--- config.mk ---
export PLATFORM = sky130hd
export DESIGN_NAME = dcache_mem_bridge_flat
export DESIGN_NICKNAME = d
export VERILOG_FILES = /design/src/rtl/dcache_mem_bridge_if.sv /design/src/rtl/dcache_mem_bridge.sv /design/src/flat_wrapper.sv
export SDC_FILE = /design/constraint.sdc
export NUM_CORES = 1
export LEC_CHECK = 0
export ABC_AREA = 1
export CAP_MARGIN = 0
export CORE_ASPECT_RATIO = 0.9
export CORE_MARGIN = 1
export CORE_UTILIZATION = 43
export CTS_CLUSTER_DIAMETER = 50
export DETAILED_ROUTE_END_ITERATION = 6
export PLACE_DENSITY = 0.8
export SYNTH_ARGS = -nofsm -noshare
export SYNTH_HDL_FRONTEND = slang
export SYNTH_SLANG_ARGS = --single-unit
--- constraint.sdc ---
create_clock -name clk -period 1.9 [get_ports clk]
set_clock_uncertainty 0.1 [all_clocks]
set_input_delay 0.285 -clock clk [delete_from_list [all_inputs] [get_ports clk]]
set_output_delay 0.285 -clock clk [all_outputs]
set_load 0.01 [all_outputs]
--- src/rtl/dcache_mem_bridge_if.sv ---
// Dcache-side request/response and single-ID read/write bus bundle for dcache_mem_bridge.
// The master modport is the bridge's view; slave is the Dcache and memory environment.
interface dcache_mem_bridge_if #(
    parameter int unsigned offset_width = 2
);
    localparam int unsigned LW = 32 * (1 << offset_width);

    logic          dcache_mem_req;
    logic          dcache_mem_wr;
    logic          dcache_mem_SUC;
    logic [31:0]   addr_dcache_mem;
    logic [31:0]   dout_dcache_mem;
    logic [1:0]    dcache_mem_size;
    logic [3:0]    dcache_mem_wstrb;
    logic          mem_dcache_addrOK;
    logic          mem_dcache_dataOK;
    logic [LW-1:0] din_mem_dcache;

    logic [31:0]   araddr;
    logic [7:0]    arlen;
    logic [2:0]    arsize;
    logic          arvalid;
    logic          arready;
    logic [31:0]   rdata;
    logic          rlast;
    logic          rvalid;
    logic          rready;

    logic [31:0]   awaddr;
    logic [2:0]    awsize;
    logic          awvalid;
    logic          awready;
    logic [31:0]   wdata;
    logic [3:0]    wstrb;
    logic          wlast;
    logic          wvalid;
    logic          wready;
    logic          bvalid;
    logic          bready;

    modport master (
        input  dcache_mem_req, dcache_mem_wr, dcache_mem_SUC, addr_dcache_mem,
               dout_dcache_mem, dcache_mem_size, dcache_mem_wstrb,
        output mem_dcache_addrOK, mem_dcache_dataOK, din_mem_dcache,
        output araddr, arlen, arsize, arvalid, rready,
        input  arready, rdata, rlast, rvalid,
        output awaddr, awsize, awvalid, wdata, wstrb, wlast, wvalid, bready,
        input  awready, wready, bvalid
    );

    modport slave (
        output dcache_mem_req, dcache_mem_wr, dcache_mem_SUC, addr_dcache_mem,
               dout_dcache_mem, dcache_mem_size, dcache_mem_wstrb,
        input  mem_dcache_addrOK, mem_dcache_dataOK, din_mem_dcache,
        input  araddr, arlen, arsize, arvalid, rready,
        output arready, rdata, rlast, rvalid,
        input  awaddr, awsize, awvalid, wdata, wstrb, wlast, wvalid, bready,
        output awready, wready, bvalid
    );
endinterface

--- src/rtl/dcache_mem_bridge.sv ---
// Bridges Dcache line refills, uncached reads and single-beat writes onto a burst read /
// single-beat write bus, one transaction outstanding at a time.
module dcache_mem_bridge #(
    parameter int unsigned offset_width = 2
) (
    input  logic               clk,
    input  logic               rst,
    dcache_mem_bridge_if.master bus
);
    localparam int unsigned NW = 1 << offset_width;

    typedef enum logic [2:0] {IDLE, AR, R, AW_W, B} state_e;

    state_e                   state_q, state_d;
    logic [offset_width-1:0]  beat_cnt_q, beat_cnt_d;
    logic [NW-1:0][31:0]      line_q, line_d;
    logic [31:0]              araddr_q, araddr_d;
    logic [7:0]               arlen_q, arlen_d;
    logic [2:0]               arsize_q, arsize_d;
    logic [31:0]              awaddr_q, awaddr_d;
    logic [2:0]               awsize_q, awsize_d;
    logic [31:0]              wdata_q, wdata_d;
    logic [3:0]               wstrb_q, wstrb_d;
    logic                     arvalid_q, arvalid_d;
    logic                     rready_q, rready_d;
    logic                     awvalid_q, awvalid_d;
    logic                     wvalid_q, wvalid_d;
    logic                     wlast_q, wlast_d;
    logic                     bready_q, bready_d;
    logic                     dataok_q, dataok_d;
    logic                     aw_done, w_done;

    // Each write channel is finished once its valid has dropped or handshakes this cycle.
    assign aw_done = !awvalid_q || bus.awready;
    assign w_done  = !wvalid_q  || bus.wready;

    // Next-state and output-register logic.
    always_comb begin
        state_d    = state_q;
        beat_cnt_d = beat_cnt_q;
        line_d     = line_q;
        araddr_d   = araddr_q;
        arlen_d    = arlen_q;
        arsize_d   = arsize_q;
        awaddr_d   = awaddr_q;
        awsize_d   = awsize_q;
        wdata_d    = wdata_q;
        wstrb_d    = wstrb_q;
        arvalid_d  = arvalid_q;
        rready_d   = rready_q;
        awvalid_d  = awvalid_q;
        wvalid_d   = wvalid_q;
        wlast_d    = wlast_q;
        bready_d   = bready_q;
        dataok_d   = 1'b0;

        unique case (state_q)
            IDLE: begin
                if (bus.dcache_mem_req) begin
                    if (bus.dcache_mem_wr) begin
                        awaddr_d  = bus.addr_dcache_mem;
                        awsize_d  = {1'b0, bus.dcache_mem_size};
                        wdata_d   = bus.dout_dcache_mem;
                        wstrb_d   = bus.dcache_mem_wstrb;
                        awvalid_d = 1'b1;
                        wvalid_d  = 1'b1;
                        wlast_d   = 1'b1;
                        state_d   = AW_W;
                    end else begin
                        araddr_d  = bus.addr_dcache_mem;
                        arlen_d   = bus.dcache_mem_SUC ? 8'd0 : 8'(NW - 1);
                        arsize_d  = bus.dcache_mem_SUC ? {1'b0, bus.dcache_mem_size} : 3'd2;
                        arvalid_d = 1'b1;
                        state_d   = AR;
                    end
                end
            end
            AR: begin
                if (bus.arready) begin
                    arvalid_d  = 1'b0;
                    rready_d   = 1'b1;
                    beat_cnt_d = '0;
                    state_d    = R;
                end
            end
            R: begin
                if (bus.rvalid) begin
                    line_d[beat_cnt_q] = bus.rdata;
                    // Saturate so over-long bursts keep landing in the last word.
                    if (beat_cnt_q != '1) begin
                        beat_cnt_d = beat_cnt_q + offset_width'(1);
                    end
                    if (bus.rlast) begin
                        rready_d   = 1'b0;
                        beat_cnt_d = '0;
                        dataok_d   = 1'b1;
                        state_d    = IDLE;
                    end
                end
            end
            AW_W: begin
                if (awvalid_q && bus.awready) begin
                    awvalid_d = 1'b0;
                end
                if (wvalid_q && bus.wready) begin
                    wvalid_d = 1'b0;
                    wlast_d  = 1'b0;
                end
                if (aw_done && w_done) begin
                    bready_d = 1'b1;
                    state_d  = B;
                end
            end
            B: begin
                if (bus.bvalid) begin
                    bready_d = 1'b0;
                    dataok_d = 1'b1;
                    state_d  = IDLE;
                end
            end
            default: state_d = IDLE;
        endcase
    end

    always_ff @(posedge clk) begin
        if (rst) begin
            state_q    <= IDLE;
            beat_cnt_q <= '0;
            line_q     <= '0;
            araddr_q   <= '0;
            arlen_q    <= '0;
            arsize_q   <= '0;
            awaddr_q   <= '0;
            awsize_q   <= '0;
            wdata_q    <= '0;
            wstrb_q    <= '0;
            arvalid_q  <= 1'b0;
            rready_q   <= 1'b0;
            awvalid_q  <= 1'b0;
            wvalid_q   <= 1'b0;
            wlast_q    <= 1'b0;
            bready_q   <= 1'b0;
            dataok_q   <= 1'b0;
        end else begin
            state_q    <= state_d;
            beat_cnt_q <= beat_cnt_d;
            line_q     <= line_d;
            araddr_q   <= araddr_d;
            arlen_q    <= arlen_d;
            arsize_q   <= arsize_d;
            awaddr_q   <= awaddr_d;
            awsize_q   <= awsize_d;
            wdata_q    <= wdata_d;
            wstrb_q    <= wstrb_d;
            arvalid_q  <= arvalid_d;
            rready_q   <= rready_d;
            awvalid_q  <= awvalid_d;
            wvalid_q   <= wvalid_d;
            wlast_q    <= wlast_d;
            bready_q   <= bready_d;
            dataok_q   <= dataok_d;
        end
    end

    // Acceptance is immediate in IDLE, so addrOK is the only combinational output.
    assign bus.mem_dcache_addrOK = (state_q == IDLE) && bus.dcache_mem_req;
    assign bus.mem_dcache_dataOK = dataok_q;
    assign bus.din_mem_dcache    = line_q;
    assign bus.araddr            = araddr_q;
    assign bus.arlen             = arlen_q;
    assign bus.arsize            = arsize_q;
    assign bus.arvalid           = arvalid_q;
    assign bus.rready            = rready_q;
    assign bus.awaddr            = awaddr_q;
    assign bus.awsize            = awsize_q;
    assign bus.awvalid           = awvalid_q;
    assign bus.wdata             = wdata_q;
    assign bus.wstrb             = wstrb_q;
    assign bus.wlast             = wlast_q;
    assign bus.wvalid            = wvalid_q;
    assign bus.bready            = bready_q;
endmodule

--- src/flat_wrapper.sv ---
// flat-port wrapper written by rule: the top's interface ports become plain ports
module dcache_mem_bridge_flat 
#(
    parameter int unsigned offset_width = 2
)
  (clk, rst, bus_dcache_mem_req, bus_dcache_mem_wr, bus_dcache_mem_SUC, bus_addr_dcache_mem, bus_dout_dcache_mem, bus_dcache_mem_size, bus_dcache_mem_wstrb, bus_mem_dcache_addrOK, bus_mem_dcache_dataOK, bus_din_mem_dcache, bus_araddr, bus_arlen, bus_arsize, bus_arvalid, bus_rready, bus_arready, bus_rdata, bus_rlast, bus_rvalid, bus_awaddr, bus_awsize, bus_awvalid, bus_wdata, bus_wstrb, bus_wlast, bus_wvalid, bus_bready, bus_awready, bus_wready, bus_bvalid);
  dcache_mem_bridge_if #(.offset_width(offset_width)) bus_i ();
  input  logic clk;
  input  logic rst;
  input wire logic [$bits(bus_i.dcache_mem_req)-1:0] bus_dcache_mem_req;
  input wire logic [$bits(bus_i.dcache_mem_wr)-1:0] bus_dcache_mem_wr;
  input wire logic [$bits(bus_i.dcache_mem_SUC)-1:0] bus_dcache_mem_SUC;
  input wire logic [$bits(bus_i.addr_dcache_mem)-1:0] bus_addr_dcache_mem;
  input wire logic [$bits(bus_i.dout_dcache_mem)-1:0] bus_dout_dcache_mem;
  input wire logic [$bits(bus_i.dcache_mem_size)-1:0] bus_dcache_mem_size;
  input wire logic [$bits(bus_i.dcache_mem_wstrb)-1:0] bus_dcache_mem_wstrb;
  output wire logic [$bits(bus_i.mem_dcache_addrOK)-1:0] bus_mem_dcache_addrOK;
  output wire logic [$bits(bus_i.mem_dcache_dataOK)-1:0] bus_mem_dcache_dataOK;
  output wire logic [$bits(bus_i.din_mem_dcache)-1:0] bus_din_mem_dcache;
  output wire logic [$bits(bus_i.araddr)-1:0] bus_araddr;
  output wire logic [$bits(bus_i.arlen)-1:0] bus_arlen;
  output wire logic [$bits(bus_i.arsize)-1:0] bus_arsize;
  output wire logic [$bits(bus_i.arvalid)-1:0] bus_arvalid;
  output wire logic [$bits(bus_i.rready)-1:0] bus_rready;
  input wire logic [$bits(bus_i.arready)-1:0] bus_arready;
  input wire logic [$bits(bus_i.rdata)-1:0] bus_rdata;
  input wire logic [$bits(bus_i.rlast)-1:0] bus_rlast;
  input wire logic [$bits(bus_i.rvalid)-1:0] bus_rvalid;
  output wire logic [$bits(bus_i.awaddr)-1:0] bus_awaddr;
  output wire logic [$bits(bus_i.awsize)-1:0] bus_awsize;
  output wire logic [$bits(bus_i.awvalid)-1:0] bus_awvalid;
  output wire logic [$bits(bus_i.wdata)-1:0] bus_wdata;
  output wire logic [$bits(bus_i.wstrb)-1:0] bus_wstrb;
  output wire logic [$bits(bus_i.wlast)-1:0] bus_wlast;
  output wire logic [$bits(bus_i.wvalid)-1:0] bus_wvalid;
  output wire logic [$bits(bus_i.bready)-1:0] bus_bready;
  input wire logic [$bits(bus_i.awready)-1:0] bus_awready;
  input wire logic [$bits(bus_i.wready)-1:0] bus_wready;
  input wire logic [$bits(bus_i.bvalid)-1:0] bus_bvalid;
  assign bus_i.dcache_mem_req = bus_dcache_mem_req;
  assign bus_i.dcache_mem_wr = bus_dcache_mem_wr;
  assign bus_i.dcache_mem_SUC = bus_dcache_mem_SUC;
  assign bus_i.addr_dcache_mem = bus_addr_dcache_mem;
  assign bus_i.dout_dcache_mem = bus_dout_dcache_mem;
  assign bus_i.dcache_mem_size = bus_dcache_mem_size;
  assign bus_i.dcache_mem_wstrb = bus_dcache_mem_wstrb;
  assign bus_mem_dcache_addrOK = bus_i.mem_dcache_addrOK;
  assign bus_mem_dcache_dataOK = bus_i.mem_dcache_dataOK;
  assign bus_din_mem_dcache = bus_i.din_mem_dcache;
  assign bus_araddr = bus_i.araddr;
  assign bus_arlen = bus_i.arlen;
  assign bus_arsize = bus_i.arsize;
  assign bus_arvalid = bus_i.arvalid;
  assign bus_rready = bus_i.rready;
  assign bus_i.arready = bus_arready;
  assign bus_i.rdata = bus_rdata;
  assign bus_i.rlast = bus_rlast;
  assign bus_i.rvalid = bus_rvalid;
  assign bus_awaddr = bus_i.awaddr;
  assign bus_awsize = bus_i.awsize;
  assign bus_awvalid = bus_i.awvalid;
  assign bus_wdata = bus_i.wdata;
  assign bus_wstrb = bus_i.wstrb;
  assign bus_wlast = bus_i.wlast;
  assign bus_wvalid = bus_i.wvalid;
  assign bus_bready = bus_i.bready;
  assign bus_i.awready = bus_awready;
  assign bus_i.wready = bus_wready;
  assign bus_i.bvalid = bus_bvalid;
  dcache_mem_bridge #(.offset_width(offset_width)) u_core (.clk(clk), .rst(rst), .bus(bus_i));
endmodule
==> impl_metrics.py, run 1 <==
metrics = {
    "run_status": {
        "status": "complete, no violations",
    },
    "drt": {
        "wl_met3_um": 2730,
        "top_layer": "met4",
        "detail-route-antenna-nets": 0,
        "vias": 8972,
        "vias_per_cell": 5.11,
        "initialDrtViolationCount": 607,
        "wl_met1_um": 11200,
        "routedWlPerCell_um": 16.8,
        "wl_met2_um": 14000,
        "first_pass_iters": 5,
        "detail_route.wirelength_um": 29500,
        "drc": 0,
    },
    "sta": {
        "slew_headroom_pct": 57.8,
        "tightestPinTransition_ps": 633,
        "post-route-min-period_ps": 1830,
        "finalSetupViolCount": 0,
        "fmaxAchievable_ghz": 0.546,
        "hold_viol_final": 0,
        "period_share_pct": 96.5,
        "maxSlewViolCount": 0,
        "finalSetupTns_ps": 0,
        "rsz0062_at_grt": "no",
        "worst_slack_ps": 67.2,
    },
    "clock_tree": {
        "cts_buffers": 27,
        "path_clk_slew_ps": 60,
        "clk_path_buf_depth": 3,
        "cts_tree": "built",
        "clockRootBuffer": "clkbuf_16",
        "numClockSinks": 244,
        "post-cts-setup-buffers": 0,
        "h-tree-depth": 1,
        "postCtsHoldBufs": 0,
        "clk_latency_ps": 510,
    },
    "placed_design": {
        "preCtsSetupSlack_ps": 26.7,
        "hpwl_um": 20500,
        "place_congestion": 0.847,
        "port_buffers": 354,
    },
    "yosys": {
        "synth_edf_count": 0,
        "yosys_most_used_dff": "dfxtp_1",
        "yosys-top-cells-area": "dfxtp_1 (54%), a21oi_1 (11%), nand3_1 (7.3%), nand2_1 (6.8%), o21ai_0 (5.5%)",
        "syn_area_per_cell_um2": 7.98,
        "synth.largest_area_cell": "dfxtp_1",
        "async_flop_share_pct": 0,
        "yosysWarnings": 0,
        "synth_most_common_cell": "dfxtp_1",
        "yosys_register_bits": 244,
        "synth_common_cells": "dfxtp_1 (244), a21oi_1 (206), nand2_1 (163), nand3_1 (132), o21ai_0 (99)",
        "synthCells": 1135,
        "yosysUniqueCellTypes": 26,
        "syn_area_um2": 9050,
        "synth_top_cell_area_share_pct": 54.0,
        "synth_seq_area_share_pct": 54.0,
    },
    "worst_setup_path": {
        "worst-path-max-fanout": 2,
        "critPathMaxStageDelay_ps": 620,
        "cp-end-kind": "primary output",
        "cp_slowest_cell": "clkdlybuf4s50_1",
        "crit_arrival_ps": 1450,
        "critical_path_buf_inv_count": 1,
        "worstPathRequired_ps": 1510,
        "path_delay_family": "buffers and inverters",
        "crit_chain": "clkdlybuf4s50_1",
        "critPathKind": "flip-flop to primary output",
        "cp-start-kind": "flip-flop",
    },
    "floorplan": {
        "dieArea_um2": 21600,
        "coreArea_um2": 20300,
        "num_rows": 49,
        "dieWidth_um": 155,
        "start_util_pct": 44.6,
        "die_h_um": 140,
        "ioPinCount": 363,
    },
    "run": {
        "maxCapViolCount": 0,
    },
    "layout": {
        "drive_gt1_share_pct": 6.10,
        "diodes": 0,
        "syn_to_final_growth_pct": 52.2,
        "layout.nets": 1576,
    },
    "global_route": {
        "grt_pass1_vias": 8557,
        "grt_first_pass_wirelength_um": 46200,
        "antenna_found_initial": 0,
        "grt_use_total_pct": 26.9,
        "grt_max_degree": 136,
        "grt_overflow_total": 0,
    },
    "pwr": {
        "finalPower_mw": 15.8,
        "pwr_density_cell_nw_per_um2": 1150,
        "peakVddDrop_mv": 0.734,
        "p_leak_nw": 4.94,
    },
    "min_path": {
        "holdCritPathClass": "primary input to flip-flop",
    },
}
## per-stage QoR
step	hold WS [ps]	util, %	std cells	instance area [µm²]
2_1_floorplan	326	-	1142	9080
3_3_place_gp	329	63.4	1710	12900
3_5_place_dp	337	63.4	1710	12900
4_1_cts	139	67.9	1755	13800
5_1_grt	185	67.9	1755	13800
6_report	158	67.9	1755	13800
## metal layers
layer / track usage (%) / vias to the layer above
li1: - / 4377
met1: 30.7 / 4115
met2: 45.1 / 394
met3: 8.41 / 86
met4: 13.6 / 0
met5: 0 / -
## flip-flops by register name, indices dropped and copies added (netlist names), 2 cells and up
register / cells
u_core.state_q: 3
u_core.bus.awaddr: 32
u_core.bus.wstrb: 4
u_core.bus.arsize: 2
u_core.bus.din_mem_dcache: 128
u_core.bus.awsize: 2
u_core.beat_cnt_q: 2
u_core.bus.wdata: 32
u_core.bus.araddr: 32
## layout by cell type, fill, tap and decap left out, types with 20 or more instances in the layout
cell / count
nand3_1: 132
o21ai_0: 99
buf_4: 20
clkdlybuf4s50_1: 350
inv_1: 84
clkbuf_16: 27
nor2_1: 83
dfxtp_1: 242
nand2_1: 163
a21oi_1: 206
## worst min-delay path: stages
cell and delay, ps:
buf_4 100, inv_2 160, o21ai_0 120, a21oi_1 40
## power by group
group          leakage (nW)  total, mW  switching [mW]  internal [mW]
combinational          2.50       4.44            2.47           1.97
clock                 0.456       5.34            2.02           3.32
sequential             1.98       6.06           0.335           5.73
## area by class of cell
type / count / area (µm²)
sequential: 244 / 4890
tap: 280 / 350
clock inverter: 11 / 163
clock buffer: 34 / 752
multi-input combinational: 711 / 3330
timing repair buffer: 387 / 3960
fill: 1632 / 6520
inverter: 88 / 330
## logic make-up after synthesis
group / synth area share [%]
AND/OR/NAND/NOR: 18.5
adder cells (fa/ha/maj): 0.553
AO/OA/AOI/OAI: 17.3
other: 0.0414
flip-flops: 54.0
buffers and inverters: 9.63
## timing repair
action,4_1_cts,5_1_grt
endpoints found under the setup margin,1,5
endpoints found under the hold margin,0,0
resized for setup,4,4
gates cloned,0,0
## worst paths after layout
check / from / end / slack [ps] / cells past startpoint
max: u_core.bus.araddr[28]$_SDFFE_PP0P_ / bus_araddr[28] / 70 / 1
max reg2reg: u_core.state_q[1]$_SDFFE_PP0P_ / u_core.bus.din_mem_dcache[32]$_SDFFE_PP0P_ / 280 / 6
min: rst / u_core.bus.wdata[26]$_SDFFE_PP0P_ / 160 / 4
min reg2reg: u_core.bus.wstrb[0]$_SDFFE_PP0P_ / u_core.bus.wstrb[0]$_SDFFE_PP0P_ / 340 / 2
Power figures use the tool's default switching activity.
==> run 2, diff against run 1 <==
--- a/config.mk
+++ b/config.mk
@@ -13,6 +13,7 @@
 export CTS_CLUSTER_DIAMETER = 50
 export DETAILED_ROUTE_END_ITERATION = 6
 export PLACE_DENSITY = 0.8
+export RECOVER_POWER = 25
 export SYNTH_ARGS = -nofsm -noshare
 export SYNTH_HDL_FRONTEND = slang
 export SYNTH_SLANG_ARGS = --single-unit
==> run 2 against run 1 <==
Flip-flop and latch count unchanged. Critical path depth stayed put. Cell count is the same. Sequential power about the same. Combinational power shrank 3%. Sequential share of layout area increased by 0.35 points. Maximum frequency fell by 0.19%. Via count down 0.30%. Largest power group unchanged. Global-route usage unchanged. Power fell by 0.72%. Non-clock buffer count did not move. First-iteration DRC count grew 8.1%. Critical path type unchanged.
==> impl_metrics.py, run 2 (synthesis gave the netlist of run 1 again) <==
metrics = {
    "clock_tree": {
        "postCtsHoldBufs": 0,
        "clk_path_buf_depth": 3,
        "numClockSinks": 244,
        "cts_tree": "built",
        "clk_latency_ps": 510,
        "path_clk_slew_ps": 60,
        "h-tree-depth": 1,
        "clockRootBuffer": "clkbuf_16",
        "cts_buffers": 27,
        "post-cts-setup-buffers": 0,
    },
    "drt": {
        "vias": 8945,
        "detail_route.wirelength_um": 29600,
        "drc": 0,
        "routedWlPerCell_um": 16.9,
        "vias_per_cell": 5.10,
        "first_pass_iters": 5,
        "initialDrtViolationCount": 656,
        "detail-route-antenna-nets": 0,
    },
    "layout": {
        "regArea_um2": 4890,
        "layout.nets": 1576,
        "n_fill_cell": 1651,
        "fin_area_um2": 13600,
        "syn_to_final_growth_pct": 50.7,
        "drive_gt1_share_pct": 5.69,
        "multi_input_area_um2": 3320,
        "final_core_util_pct": 67.2,
        "diodes": 0,
        "final_cell_mix": "clkdlybuf4s50_1 (350), dfxtp_1 (242), a21oi_1 (206)",
        "largest_reg_flops": 128,
        "final_common_cell": "clkdlybuf4s50_1",
    },
    "worst_setup_path": {
        "crit_chain": "clkdlybuf4s50_1",
        "worstReg2RegStart": "u_core.state_q[1]$_SDFFE_PP0P_",
        "critPathMaxStageDelay_ps": 630,
        "crit_arrival_ps": 1450,
        "worstPathRequired_ps": 1510,
        "worst-path-max-fanout": 2,
        "cp_slowest_cell": "clkdlybuf4s50_1",
        "cp-start-kind": "flip-flop",
        "r2r-end": "u_core.bus.din_mem_dcache[88]$_SDFFE_PP0P_",
        "path_delay_family": "buffers and inverters",
        "critical_path_buf_inv_count": 1,
        "r2r_slack_ps": 140,
        "r2r_cells": 7,
        "critPathKind": "flip-flop to primary output",
        "cp-end-kind": "primary output",
    },
    "pwr": {
        "switching_share_pct": 30.6,
        "p_leak_nw": 4.85,
        "p_int_mw": 10.9,
        "power.switching_mw": 4.81,
        "seqPwrFrac_pct": 38.6,
        "comb_power_share_pct": 27.5,
        "pwr_density_cell_nw_per_um2": 1150,
        "peakVddDrop_mv": 0.734,
        "clockPowerShare_pct": 34.0,
    },
    "global_route": {
        "grt_overflow_total": 0,
        "grt_first_pass_wirelength_um": 46200,
        "grt_use_total_pct": 26.9,
        "grt_max_degree": 136,
        "antenna_found_initial": 0,
        "grt_pass1_vias": 8557,
    },
    "placed_design": {
        "place_congestion": 0.847,
        "port_buffers": 354,
        "preCtsSetupSlack_ps": 26.7,
        "placed_cell_area_um2": 12900,
        "hpwl_um": 20500,
    },
    "min_path": {
        "holdPathStages": 4,
        "hold_start": "rst",
        "holdCritPathClass": "primary input to flip-flop",
        "min_to": "u_core.bus.wstrb[2]$_SDFFE_PP0P_",
    },
    "sta": {
        "worst_slack_ps": 63.7,
        "fmaxAchievable_ghz": 0.545,
        "rsz0062_at_grt": "no",
        "tightestPinTransition_ps": 648,
        "finalSetupTns_ps": 0,
        "hold_viol_final": 0,
        "slew_headroom_pct": 56.8,
        "period_share_pct": 96.6,
        "maxSlewViolCount": 0,
        "finalSetupViolCount": 0,
        "holdWs_ps": 157,
        "post-route-min-period_ps": 1840,
    },
    "floorplan": {
        "dieArea_um2": 21600,
        "ioPinCount": 363,
        "die_h_um": 140,
        "start_util_pct": 44.6,
        "num_rows": 49,
        "coreArea_um2": 20300,
        "dieWidth_um": 155,
    },
    "run": {
        "maxCapViolCount": 0,
    },
    "run_status": {
        "status": "complete, no violations",
    },
}
==> run 2: cell types whose count changed in the layout (fill, tap and decap cells not counted), sizes merged <==
cell	delta
buf	-11
dlymetal6s2s	-2
clkbuf	+13
==> run 2: power groups by stage <==
| stage | Clock [mW] | Combinational [mW] | Sequential (mW) |
|---|---|---|---|
| global placement | 0 | 4.35 | 6.14 |
| finish | 5.35 | 4.32 | 6.06 |
| global route | 5.65 | 4.71 | 6.14 |
| CTS | 5.42 | 4.46 | 6.06 |
| detailed placement | 0 | 4.42 | 6.16 |
| floorplan | 0 | 1.99 | 6.42 |
==> run 2: repair_timing <==
action	4_1_cts	5_1_grt
endpoints found under the setup margin	1	5
pin swaps	0	0
resized for setup	4	4
==> run 2: worst max-delay path by stage <==
stage | slack (ps) | from | cells past startpoint | endpoint
detailed placement | 30 | bus_rvalid | 6 | u_core.bus.din_mem_dcache[83]$_SDFFE_PP0P_
global placement | 40 | bus_dcache_mem_req | 4 | bus_mem_dcache_addrOK
global route | 10 | u_core.state_q[2]$_SDFFE_PP0P_ | 6 | bus_mem_dcache_addrOK
floorplan | 510 | u_core.state_q[1]$_SDFFE_PP0P_ | 6 | u_core.bus.wdata[16]$_SDFFE_PP0P_
finish | 60 | u_core.bus.araddr[28]$_SDFFE_PP0P_ | 1 | bus_araddr[28]
CTS | 0.8 | u_core.state_q[2]$_SDFFE_PP0P_ | 6 | bus_mem_dcache_addrOK
==> run 2: per-stage QoR <==
stage               total power [mW]  cells
floorplan                       8.40   1142
global placement                10.5   1710
detailed placement              10.6   1710
CTS                             15.9   1755
global route                    16.5   1755
finish                          15.7   1755
==> run 2: cell type report <==
class | instances | share of cell area [%]
timing repair buffer | 387 | 28.2
clock inverter | 11 | 1.19
tap | 280 | 2.57
multi-input combinational | 711 | 24.3
inverter | 88 | 2.42
sequential | 244 | 35.8
clock buffer | 34 | 5.51
==> run 2: routing by layer <==
layer / up-vias / global-route usage [%] / share of wire [%]
met5: - / 0 / 0
met4: 0 / 13.6 / 5.1
met3: 85 / 8.41 / 8.5
met2: 383 / 45.1 / 48
met1: 4107 / 30.7 / 38
li1: 4370 / - / -
==> run 2: worst min-delay path: stages <==
cell	delay (ps)
buf_4	100
inv_2	160
o21ai_0	120
a21oi_1	40
==> run 3, diff against run 2 <==
--- a/config.mk
+++ b/config.mk
@@ -6,9 +6,7 @@
 export NUM_CORES = 1
 export LEC_CHECK = 0
 export ABC_AREA = 1
-export CAP_MARGIN = 0
 export CORE_ASPECT_RATIO = 0.9
-export CORE_MARGIN = 1
 export CORE_UTILIZATION = 43
 export CTS_CLUSTER_DIAMETER = 50
 export DETAILED_ROUTE_END_ITERATION = 6
==> results of run 3 <==
Final layout, timing and power as in run 2 (identical DEF).
